`config.mk`:
```
export PLATFORM = sky130hd
export DESIGN_NAME = packet_stream_buffer
export DESIGN_NICKNAME = d
export VERILOG_FILES = /design/src/rtl/packet_stream_buffer.sv
export SDC_FILE = /design/constraint.sdc
export NUM_CORES = 1
export LEC_CHECK = 0
export ABC_AREA = 1
export BUFFER_PORTS_ARGS = -buffer_cell sky130_fd_sc_hd__buf_2
export CAP_MARGIN = 20
export CORE_MARGIN = 5
export CORE_UTILIZATION = 50
export DETAILED_ROUTE_END_ITERATION = 10
export PLACE_DENSITY = 0.8
export SETUP_SLACK_MARGIN = 0.05
export SLEW_MARGIN = 20
export SYNTH_ARGS = -nofsm -noshare
export SYNTH_HDL_FRONTEND = slang
export SYNTH_SLANG_ARGS = --single-unit
```
`constraint.sdc`:
```
create_clock -name clk -period 2.22 [get_ports clk]
set_input_delay 0.111 -clock clk [delete_from_list [all_inputs] [get_ports clk]]
set_output_delay 0.111 -clock clk [all_outputs]
set_load 0.01 [all_outputs]
```
`src/rtl/packet_stream_buffer.sv`:
```
// packet_stream_buffer: small FIFO behind the packet stage. Input packets are
// qualified by their own valid bit; overflowing packets are dropped and counted
// in a saturating counter. The output packet's valid bit means "head present".
module packet_stream_buffer #(
    parameter int unsigned DEPTH = 4,
    parameter int unsigned CNT_W = 8
) (
    input  logic                     clk,
    input  logic                     rst_n,
    input  logic [10:0]              in_pkt,
    output logic                     in_ready,
    output logic [10:0]              out_pkt,
    input  logic                     out_ready,
    output logic [$clog2(DEPTH):0]   level,
    output logic [CNT_W-1:0]         drop_cnt,
    input  logic                     drop_clr
);

    localparam int unsigned AW = $clog2(DEPTH);
    localparam logic [AW:0] LVL_FULL = (AW+1)'(DEPTH);
    localparam logic [AW-1:0] PTR_LAST = AW'(DEPTH - 1);

    // Entries hold {payload, channel}; valid is implied by occupancy.
    logic [9:0]    mem [DEPTH];
    logic [AW-1:0] wr_ptr;
    logic [AW-1:0] rd_ptr;
    logic          full;
    logic          empty;
    logic          in_valid;
    logic          push;
    logic          drop;
    logic          pop;

    // Handshake decisions, all based on the occupancy before the edge
    always_comb begin
        full     = (level == LVL_FULL);
        empty    = (level == '0);
        in_valid = in_pkt[2];
        push     = in_valid & ~full;
        drop     = in_valid & full;
        pop      = ~empty & out_ready;
    end

    assign in_ready = ~full;

    // Storage write; contents are not reset
    always_ff @(posedge clk) begin
        if (push) begin
            mem[wr_ptr] <= {in_pkt[10:3], in_pkt[1:0]};
        end
    end

    // Pointer and occupancy tracking
    always_ff @(posedge clk or negedge rst_n) begin
        if (!rst_n) begin
            wr_ptr <= '0;
            rd_ptr <= '0;
            level  <= '0;
        end else begin
            if (push) begin
                wr_ptr <= (wr_ptr == PTR_LAST) ? '0 : wr_ptr + AW'(1);
            end
            if (pop) begin
                rd_ptr <= (rd_ptr == PTR_LAST) ? '0 : rd_ptr + AW'(1);
            end
            case ({push, pop})
                2'b10:   level <= level + (AW+1)'(1);
                2'b01:   level <= level - (AW+1)'(1);
                default: level <= level;
            endcase
        end
    end

    // Saturating drop counter; a clear coinciding with a drop leaves a count of one
    always_ff @(posedge clk or negedge rst_n) begin
        if (!rst_n) begin
            drop_cnt <= '0;
        end else if (drop_clr) begin
            drop_cnt <= drop ? CNT_W'(1) : '0;
        end else if (drop && (drop_cnt != '1)) begin
            drop_cnt <= drop_cnt + CNT_W'(1);
        end
    end

    // Head entry presented with valid set; all-zero when empty
    always_comb begin
        out_pkt = '0;
        if (!empty) begin
            out_pkt = {mem[rd_ptr][9:2], 1'b1, mem[rd_ptr][1:0]};
        end
    end

endmodule
```
==> flow_metrics.tcl <==
set metrics [dict create \
    dr_total_vias 1796 \
    fin_nets 317 \
    synth_ff_type "edfxtp_1" \
    yosysTopAreaCellShare_pct 47.62 \
    gp_congestion 0.8150 \
    synth.largest_area_cell "edfxtp_1" \
    finalHoldViolations 0 \
    critPathMaxFanout 9 \
    slew_headroom_pct 36.49 \
    rsz0062_at_grt "no" \
    core_area_um2 4817 \
    period_needed_ns 2.004 \
    syn_nets 266 \
    finalInstanceArea_um2 2990 \
    cts.path.max_buffers 2 \
    placed_cell_area_um2 2781 \
    setup_viol 0 \
    status "finished clean" \
    hpwlAfterDp_um 3232 \
    wl_met2_um 2464 \
    yosysUniqueCellTypes 27 \
    fp.dieW_um 81.03 \
    cp.arrival_ns 2.21 \
    fmax_mhz 499.0 \
    clkLatencyLatePin_ns 0.32 \
    area_growth_pct 18.55 \
    maxSlewViolCount 0 \
    crit_type "reg2reg" \
    synthCells 243 \
    hold_path_class "in2reg" \
    dieHeight_um 81.03 \
    initial_utilization_pct 52.36 \
    timing.hold.ws_ns 0.1282 \
    regArea_um2 1577 \
    ys_seq_elements 55 \
    synthTopCellsByArea "edfxtp_1 (48%), dfrtp_1 (15%), nor2_1 (7.6%), o21ai_0 (5.2%), ha_1 (3.5%)" \
    required_ns 2.42 \
    avgSynthCellArea_um2 10.38 \
    grt-ovfl-total 0 \
    met1Wirelength_um 2031 \
    ir_drop_uv 572.8 \
    drt-pass1-iter-count 4 \
    num-fill-cells 390 \
    power_density_nw_per_um2 1142 \
    wire_per_inst_um 13.47 \
    antenna_found_initial 0 \
    clk_pin_slew_worst_paths_ns 0.10 \
    grt_max_degree 23 \
    finalWirelength_um 4876 \
    synth_enable_flop_cells 40 \
    root_buffer "clkbuf_8" \
    drt_iter0_drc 131 \
    io_buffers 37 \
    power.leakage_nw 1.238 \
    worst_pin_slew_ns 0.9492 \
    antenna_cells 0 \
    maxCapViolCount 0 \
    htreeDepth 2 \
    die_area_um2 6565 \
    multi_input_comb_area_um2 827.0 \
    cts.sinks 55 \
    top_signal_layer_used "met4" \
    cts_tree "built" \
    cts_buffers 5 \
    ant_nets 0 \
    async_flop_share_pct 27.27 \
    period_share_pct 90.27 \
    drc_errors 0 \
    cts_setup_buffers 0 \
    dr_wl_met3_um 290 \
    viasPerCell 4.961 \
    drive_gt1_share_pct 21.69 \
    fin_skew_ns 0.007102 \
    rows 25 \
    ios 38 \
    fin_tns_setup_ns 0 \
    synth_seq_area_share_pct 62.50 \
    gr-usage-all-layers_pct 16.42 \
    synth-warning-count 0 \
    grt_pass1_vias 1685 \
    cp-end-kind "flop" \
    grt_pass1_wl_um 7852 \
    start_kind "flop" \
    syn_area_um2 2522 \
]
Yosys cell counts (2+ instances only):
cell      number
clkbuf_1       4
nand2_4        2
a21oi_1       16
nor2_4         2
ha_1           7
nor2_1        51
nand2_1       22
xor2_1         2
nor2_2         2
edfxtp_1      40
buf_2          2
nand3_1       14
dfrtp_1       15
inv_1         22
o21ai_0       26
nand2_2        5
critical path: stages, from the launching register on:
cell and delay (ns):
dfrtp_1 0.44, nor2_2 0.19, nand2_1 0.13, nand2_4 0.13
ha_1 0.15, inv_1 0.07, fa_1 0.38, a21oi_1 0.14
o21ai_0 0.11, xor2_1 0.15
cell type report:
cell class                      instances  share of cell area, %
Clock buffer                            5                  2.301
Clock inverter                          3                 0.8368
Inverter                               24                  3.054
Multi-Input combinational cell        157                  27.66
Sequential cell                        55                  52.72
Tap cell                               67                  2.803
Timing Repair Buffer                   51                  10.63
cell families after synthesis:
| group | synth area share [%] |
|---|---|
| AND/OR/NAND/NOR | 17.76 |
| flip-flops | 62.50 |
| AO/OA/AOI/OAI | 9.524 |
| buffers and inverters | 4.910 |
| adder cells (fa/ha/maj) | 4.266 |
| XOR/XNOR | 1.042 |
per-stage QoR:
| stage | worst slack (ns) | utilization [%] | instances | power, mW |
|---|---|---|---|---|
| 6_report | 0.2161 | 62.08 | 362 | 3.416 |
| 5_1_grt | 0.06655 | 62.08 | 362 | 3.682 |
| 4_1_cts | 0.1923 | 60.94 | 357 | 3.418 |
| 3_5_place_dp | 0.2121 | 57.74 | 343 | 2.854 |
| 3_3_place_gp | 0.3184 | 57.74 | 343 | 2.802 |
| 2_1_floorplan | 0.2719 | - | 243 | 2.364 |
registers in the layout, indices dropped and copies added (netlist names):
register,count
drop_cnt,8
mem,40
rd_ptr,2
wr_ptr,2
level,3
power breakdown:
group          total (mW)  internal, mW  switching [mW]
Sequential           1.45          1.35           0.101
Combinational        1.40         0.495           0.903
Clock               0.570         0.230           0.340
worst paths after layout:
| check | end | cells past startpoint | start | slack (ns) |
|---|---|---|---|---|
| setup reg to reg | level[2] | 9 | level[0] | 0.22 |
| hold reg to reg | level[0] | 1 | level[0] | 0.56 |
| max in group asynchronous | drop_cnt[5] | 2 | rst_n | 1.74 |
| min in group asynchronous | wr_ptr[0] | 2 | rst_n | 0.22 |
| setup / recovery | level[2] | 9 | level[0] | 0.22 |
| hold / removal | drop_cnt[0] | 3 | drop_clr | 0.13 |
cells in the final DEF, fill, tap and decap left out, types with 2 or more instances in the layout:
master | synthesis | final
nand3_1 | 14 | 14
a21oi_1 | 16 | 16
nor2_1 | 51 | 51
ha_1 | 7 | 7
inv_1 | 22 | 22
nor2_4 | 2 | 2
nand2_2 | 5 | 4
inv_6 | 0 | 2
nand2_1 | 22 | 22
buf_4 | 1 | 3
edfxtp_1 | 40 | 40
nor2_2 | 2 | 2
nand2_4 | 2 | 3
buf_2 | 2 | 37
xor2_1 | 2 | 2
o21ai_0 | 26 | 26
dfrtp_1 | 15 | 15
dlygate4sd3_1 | 0 | 11
clkbuf_8 | 0 | 5
routing by layer:
layer  global-route usage (%)  up-vias
li1                         -      914
met1                    19.77      831
met2                    27.59       43
met3                    4.213        8
met4                    7.601        0
met5                        0        -
repair_timing:
item | 4_1_cts | 5_1_grt
gates resized for setup | 0 | 1
setup endpoints to repair | 0 | 1
endpoints found under the hold margin | 32 | 19
hold buffers | 6 | 5
Power figures use the tool's default switching activity.
